<file path="config.mk">
export PLATFORM = sky130hd
export DESIGN_NAME = sequenciador_ula
export DESIGN_NICKNAME = d
export VERILOG_FILES = /design/src/rtl/sequenciador_ula.sv
export SDC_FILE = /design/constraint.sdc
export NUM_CORES = 1
export LEC_CHECK = 0
export BUFFER_PORTS_ARGS = -buffer_cell sky130_fd_sc_hd__buf_2
export CAP_MARGIN = 5
export CORE_MARGIN = 4
export CORE_UTILIZATION = 45
export CTS_CLUSTER_SIZE = 25
export DETAILED_ROUTE_END_ITERATION = 6
export GPL_TIMING_DRIVEN = 0
export PLACE_DENSITY_LB_ADDON = 0.08
export SLEW_MARGIN = 10
export SYNTH_ARGS = -nofsm -noshare
export SYNTH_HDL_FRONTEND = slang
export SYNTH_SLANG_ARGS = --single-unit
</file>
<file path="constraint.sdc">
create_clock -name CLOCK_50 -period 2.1 [get_ports CLOCK_50]
set_clock_uncertainty 0.2 [all_clocks]
set_input_delay 0.315 -clock CLOCK_50 [delete_from_list [all_inputs] [get_ports CLOCK_50]]
set_output_delay 0.315 -clock CLOCK_50 [all_outputs]
set_load 0.1 [all_outputs]
</file>
<file path="src/rtl/sequenciador_ula.sv">
// sequenciador_ula: steps the user through entering operand A, operand B and
// the operation with one pushbutton, drives the ULA and latches its result.
//
// state      | meaning
// CARREGA_A  | waiting for a press to capture operand A
// CARREGA_B  | waiting for a press to capture operand B
// CARREGA_OP | waiting for a press to capture the operation selector
// EXECUTA    | one-cycle execute strobe, result captured on exit
// MOSTRA     | result and flags shown; a press starts over
module sequenciador_ula #(
  parameter int WIDTH           = 4,
  parameter int DEBOUNCE_CYCLES = 50000
) (
  input  logic             CLOCK_50,
  input  logic             reset,
  input  logic             btn_n,
  input  logic [WIDTH-1:0] sw_dado,
  input  logic [1:0]       sw_op,
  output logic [WIDTH-1:0] op_a,
  output logic [WIDTH-1:0] op_b,
  output logic [1:0]       seletor,
  output logic             ula_valid,
  input  logic [WIDTH-1:0] ula_resultado,
  input  logic             ula_cout,
  input  logic             ula_ov,
  output logic [WIDTH-1:0] resultado,
  output logic [2:0]       flags,
  output logic [2:0]       estado,
  output logic             pronto
);

  localparam int CW = (DEBOUNCE_CYCLES > 1) ? $clog2(DEBOUNCE_CYCLES) : 1;
  localparam logic [CW-1:0] CNT_LAST = CW'(DEBOUNCE_CYCLES - 1);

  typedef enum logic [2:0] {
    CARREGA_A  = 3'b000,
    CARREGA_B  = 3'b001,
    CARREGA_OP = 3'b010,
    EXECUTA    = 3'b011,
    MOSTRA     = 3'b100
  } estado_t;

  logic          r_sync1;
  logic          r_sync2;
  logic          r_deb;
  logic          r_deb_d;
  logic [CW-1:0] r_cnt;
  logic          r_press;

  estado_t          r_state;
  logic [WIDTH-1:0] r_op_a;
  logic [WIDTH-1:0] r_op_b;
  logic [1:0]       r_seletor;
  logic [WIDTH-1:0] r_resultado;
  logic [2:0]       r_flags;

  logic w_zero;
  logic w_ov;
  logic w_cout;

  // Two-flop synchronizer for the asynchronous KEY; idles released (high).
  always_ff @(posedge CLOCK_50) begin
    if (reset) begin
      r_sync1 <= 1'b1;
      r_sync2 <= 1'b1;
    end else begin
      r_sync1 <= btn_n;
      r_sync2 <= r_sync1;
    end
  end

  // Debounce: accept a new level only after it has differed for the full window.
  always_ff @(posedge CLOCK_50) begin
    if (reset) begin
      r_deb <= 1'b1;
      r_cnt <= '0;
    end else if (r_sync2 == r_deb) begin
      r_cnt <= '0;
    end else if (r_cnt == CNT_LAST) begin
      r_deb <= r_sync2;
      r_cnt <= '0;
    end else begin
      r_cnt <= r_cnt + CW'(1);
    end
  end

  // Registered one-cycle press pulse on the debounced 1->0 transition only.
  always_ff @(posedge CLOCK_50) begin
    if (reset) begin
      r_deb_d <= 1'b1;
      r_press <= 1'b0;
    end else begin
      r_deb_d <= r_deb;
      r_press <= r_deb_d & ~r_deb;
    end
  end

  // Logic operations never report carry or overflow, whatever the ULA drives.
  assign w_zero = (ula_resultado == '0);
  assign w_ov   = ula_ov & ~r_seletor[1];
  assign w_cout = ula_cout & ~r_seletor[1];

  // Sequencing FSM with its captured operand/result registers.
  always_ff @(posedge CLOCK_50) begin
    if (reset) begin
      r_state     <= CARREGA_A;
      r_op_a      <= '0;
      r_op_b      <= '0;
      r_seletor   <= 2'b00;
      r_resultado <= '0;
      r_flags     <= 3'b000;
    end else begin
      case (r_state)
        CARREGA_A: begin
          if (r_press) begin
            r_op_a  <= sw_dado;
            r_state <= CARREGA_B;
          end
        end
        CARREGA_B: begin
          if (r_press) begin
            r_op_b  <= sw_dado;
            r_state <= CARREGA_OP;
          end
        end
        CARREGA_OP: begin
          if (r_press) begin
            r_seletor <= sw_op;
            r_state   <= EXECUTA;
          end
        end
        EXECUTA: begin
          r_resultado <= ula_resultado;
          r_flags     <= {w_zero, w_ov, w_cout};
          r_state     <= MOSTRA;
        end
        MOSTRA: begin
          if (r_press) begin
            r_state <= CARREGA_A;
          end
        end
        default: r_state <= CARREGA_A;
      endcase
    end
  end

  assign op_a      = r_op_a;
  assign op_b      = r_op_b;
  assign seletor   = r_seletor;
  assign resultado = r_resultado;
  assign flags     = r_flags;
  assign estado    = r_state;
  assign ula_valid = (r_state == EXECUTA);
  assign pronto    = (r_state == MOSTRA);

endmodule

</file>
==> qor.txt <==
=================================================================================================
Count of maximum capacitance violations                                                         0
Via count normalized by instance count                                                       4.87
Required time at the worst-slack endpoint                                                 1.58 ns
Non-filler cells, final                                                                       267
Clock tree from TritonCTS                                                                     yes
Sum of negative setup slack                                                                  0 ns
Number of buffers inserted during clock tree synthesis                                          5
Maximum fanout count along the critical path                                                   10
Number of antenna violations at the first check in global routing                               0
Worst Tran Pin Value                                                                     0.782 ns
Die extent in y                                                                           67.9 um
CP Launch Point                                                                         estado[2]
GRT Residual Overflow                                                                           0
Number of global-route vias before repair                                                    1223
CORE AREA                                                                                3390 um2
Hold/Removal Path Class                                                              primary input to register
Seq cells post-synth                                                                           41
GP Congestion                                                                               0.826
Worst rel slew slack                                                                        47.5%
Crit path capture                                                                       ula_valid
PnR worst setup slack                                                                   0.0884 ns
FF-to-FF Start                                                                           r_cnt[4]
End of the worst register-to-register path                                               r_cnt[9]
Buffers on Ports                                                                               36
Number of warnings reported in the yosys synthesis log                                          0
Routed wire length                                                                        3270 um
Starting DRT DRC Count                                                                         25
N_diodes                                                                                        0
Top-Level Pins                                                                                 37
Horizontal extent of the die                                                              67.9 um
Largest net degree at the start of global routing                                              15
Remaining DRCs                                                                                  0
Total track usage                                                                           15.4%
Post-route ant nets                                                                             0
Cell count after placement                                                                    251
Post-synthesis instance area                                                             1610 um2
Design Power                                                                              1300 uW
Net Count, Synth                                                                              185
Number of distinct library cell variants in the gate-level netlist after synthesis             30
Final Cycle Share                                                                           95.8%
Clock tree buffer depth                                                                         2
Clock-pin slew of the registers on the worst-case setup and hold paths                    0.13 ns
Mapped Cells                                                                                  169
Timing-limited maximum frequency                                                        0.497 GHz
Worst-case reg-to-reg path depth                                                                6
Number of endpoints with negative hold slack in the final report                                0
Fraction of the yosys area taken by sequential cells                                        50.9%
Minimum setup slack among reg-to-reg paths                                                0.12 ns
Detailed-routing iteration count for the pre-antenna-repair pass                                4
Area used by sequential logic in the layout                                               827 um2
Root Buffer                                                                              clkbuf_4
Clock latency on the worst-skew pair                                                      0.35 ns
Highest signal layer in the routed design                                                    met4
VDD IR max                                                                               0.589 mV
Total number of vias                                                                         1299
Tmin final                                                                                2.01 ns
Final setup fails                                                                               0
Die ar.                                                                                  4610 um2
Final nets                                                                                    236
Total number of H-tree levels                                                                   2
Commonest non-fill, non-tap cell in the layout                                             nor2_1
Floorplan row count                                                                            21
Type of the setup path with the least slack                                          register to output pin
Most used cells in the layout excluding fill and tap cells                           nor2_1 (41), dfxtp_1 (38), buf_2 (36), xnor2_1 (14), mux2i_1 (14)
Number of cells on the worst hold path                                                          3
Setup slack at placement                                                              -0.00473 ns
Sum of met3 wire segment lengths after detailed routing                                    174 um
Layout overhead on the synthesized area                                                     27.2%
Half-perimeter wire length after placement                                                2410 um
Wire length on met2                                                                       1610 um
Leakage power                                                                         0.000794 uW
Proportion of layout cells with a drive suffix above 1                                      26.2%
Kind of capture point of the worst setup path                                          output pin
Power per unit of standard cell area                                                   632 nW/um2
Fillers                                                                                       293
End-of-flow core utilization                                                                60.6%
Data arrival time of the critical path                                                    1.50 ns
Met1 layer wirelength in the final routing                                                1420 um
Result of the run                                                                    finished, final reports clean
Multi-input gate area                                                                     758 um2
Global-route wire length before repair                                                    5300 um
DR WL/cell                                                                                12.2 um
Source of the worst hold timing path                                                   sw_dado[2]
Total clock sinks                                                                              41
Starting Density                                                                            47.6%
Final count of pins violating max slew                                                          0
Average cell area after synthesis                                                        9.55 um2
Worst setup SP type                                                                      register
=================================================================================================
[timing repair]
item                                    in CTS  in global routing
gates resized for setup                      2                  2
endpoints found under the hold margin        8                  0
endpoints found under the setup margin      11                 11
gates cloned                                 0                  0
buffers inserted                             0                  0
hold buffers                                 8                  0
pin swaps                                    0                  1
[per-stage QoR]
stage,hold slack (ns),cell area [um2]
6_report,0.00596,2050
5_1_grt,0.00918,2050
4_1_cts,0.000199,2040
3_5_place_dp,0.204,1870
3_3_place_gp,0.198,1870
2_1_floorplan,0.189,1640
[cells in the mapped netlist]
library cell  instances  area share, %
or3_1                 1           0.39
or2_2                 3            1.2
buf_8                 1           0.93
or4_1                 1           0.47
mux2i_1              14            8.7
ha_1                  1           0.78
or4b_1                2            1.2
nand2b_1              4            1.6
a211oi_1              1           0.47
nor2b_1               1           0.39
a21oi_1               4            1.2
nand3_1               5            1.6
mux2_2                1           0.70
clkbuf_1              2           0.47
nor2_1               41            9.5
nand4_1               3            1.2
buf_1                 1           0.23
dfxtp_1              41             51
nand4b_1              1           0.54
nor4_1                4            1.6
nor4_2                1           0.78
nor3_1                5            1.6
xnor2_1              14            7.6
nand2_1               3           0.70
inv_1                 6            1.4
buf_6                 1           0.70
nor3b_1               3            1.4
a211o_1               1           0.54
xor2_1                1           0.54
nand3b_1              2           0.93
[layout make-up]
type / instances / share of cell area (%)
tap: 46 / 2.80
sequential: 41 / 40.3
clock buffer: 6 / 3.05
timing repair buffer: 44 / 13.0
clock inverter: 2 / 0.792
buffer: 5 / 1.89
inverter: 6 / 1.28
multi-input combinational: 117 / 36.9
[sequential cells by signal (all words and copies together) (netlist names)]
| register | cells |
|---|---|
| r_cnt | 16 |
| op_a | 4 |
| op_b | 4 |
| resultado | 4 |
| estado | 3 |
| flags | 3 |
| seletor | 2 |
| r_deb | 1 |
| r_deb_d | 1 |
| r_press | 1 |
| r_sync1 | 1 |
| r_sync2 | 1 |
[cell families (layout without fill, tap and decap cells)]
| kind of cell | after synthesis | in the layout | synth area share [%] |
|---|---|---|---|
| XOR/XNOR | 15 | 15 | 8.14 |
| adder cells (fa/ha/maj) | 1 | 1 | 0.775 |
| flip-flops | 41 | 41 | 50.9 |
| buffers and inverters | 11 | 63 | 3.72 |
| AND/OR/NAND/NOR | 80 | 80 | 24.9 |
| multiplexers | 15 | 15 | 9.38 |
| AO/OA/AOI/OAI | 6 | 6 | 2.25 |
[where the power goes]
group / leakage (uW) / internal (uW) / switching (uW)
clock: 0.0000396 / 204 / 271
combinational: 0.000421 / 25.4 / 17.6
sequential: 0.000333 / 779 / 1.36
total: 0.000794 / 1010 / 290
[metal layers]
metal / vias to the layer above / GRT usage, %
li1: 669 / -
met4: 0 / 8.19
met5: - / 0
met3: 7 / 3.45
met2: 23 / 26.7
met1: 600 / 17.5
[how the worst min path moves through the flow]
stage | end | slack [ns]
final | op_b[2] | 0.006
after global routing | op_a[2] | 0.009
after CTS | resultado[0] | 0.0002
after detailed placement | r_sync2 | 0.20
after global placement | r_sync2 | 0.20
after floorplan | r_sync2 | 0.19
[worst max-delay path, cell delays in order (launching register included)]
cell and delay, ns:
dfxtp_4 0.39, nand3b_1 0.15, buf_2 0.27, clkinvlp_4 0.14, buf_6 0.19
Power figures use the tool's default switching activity.
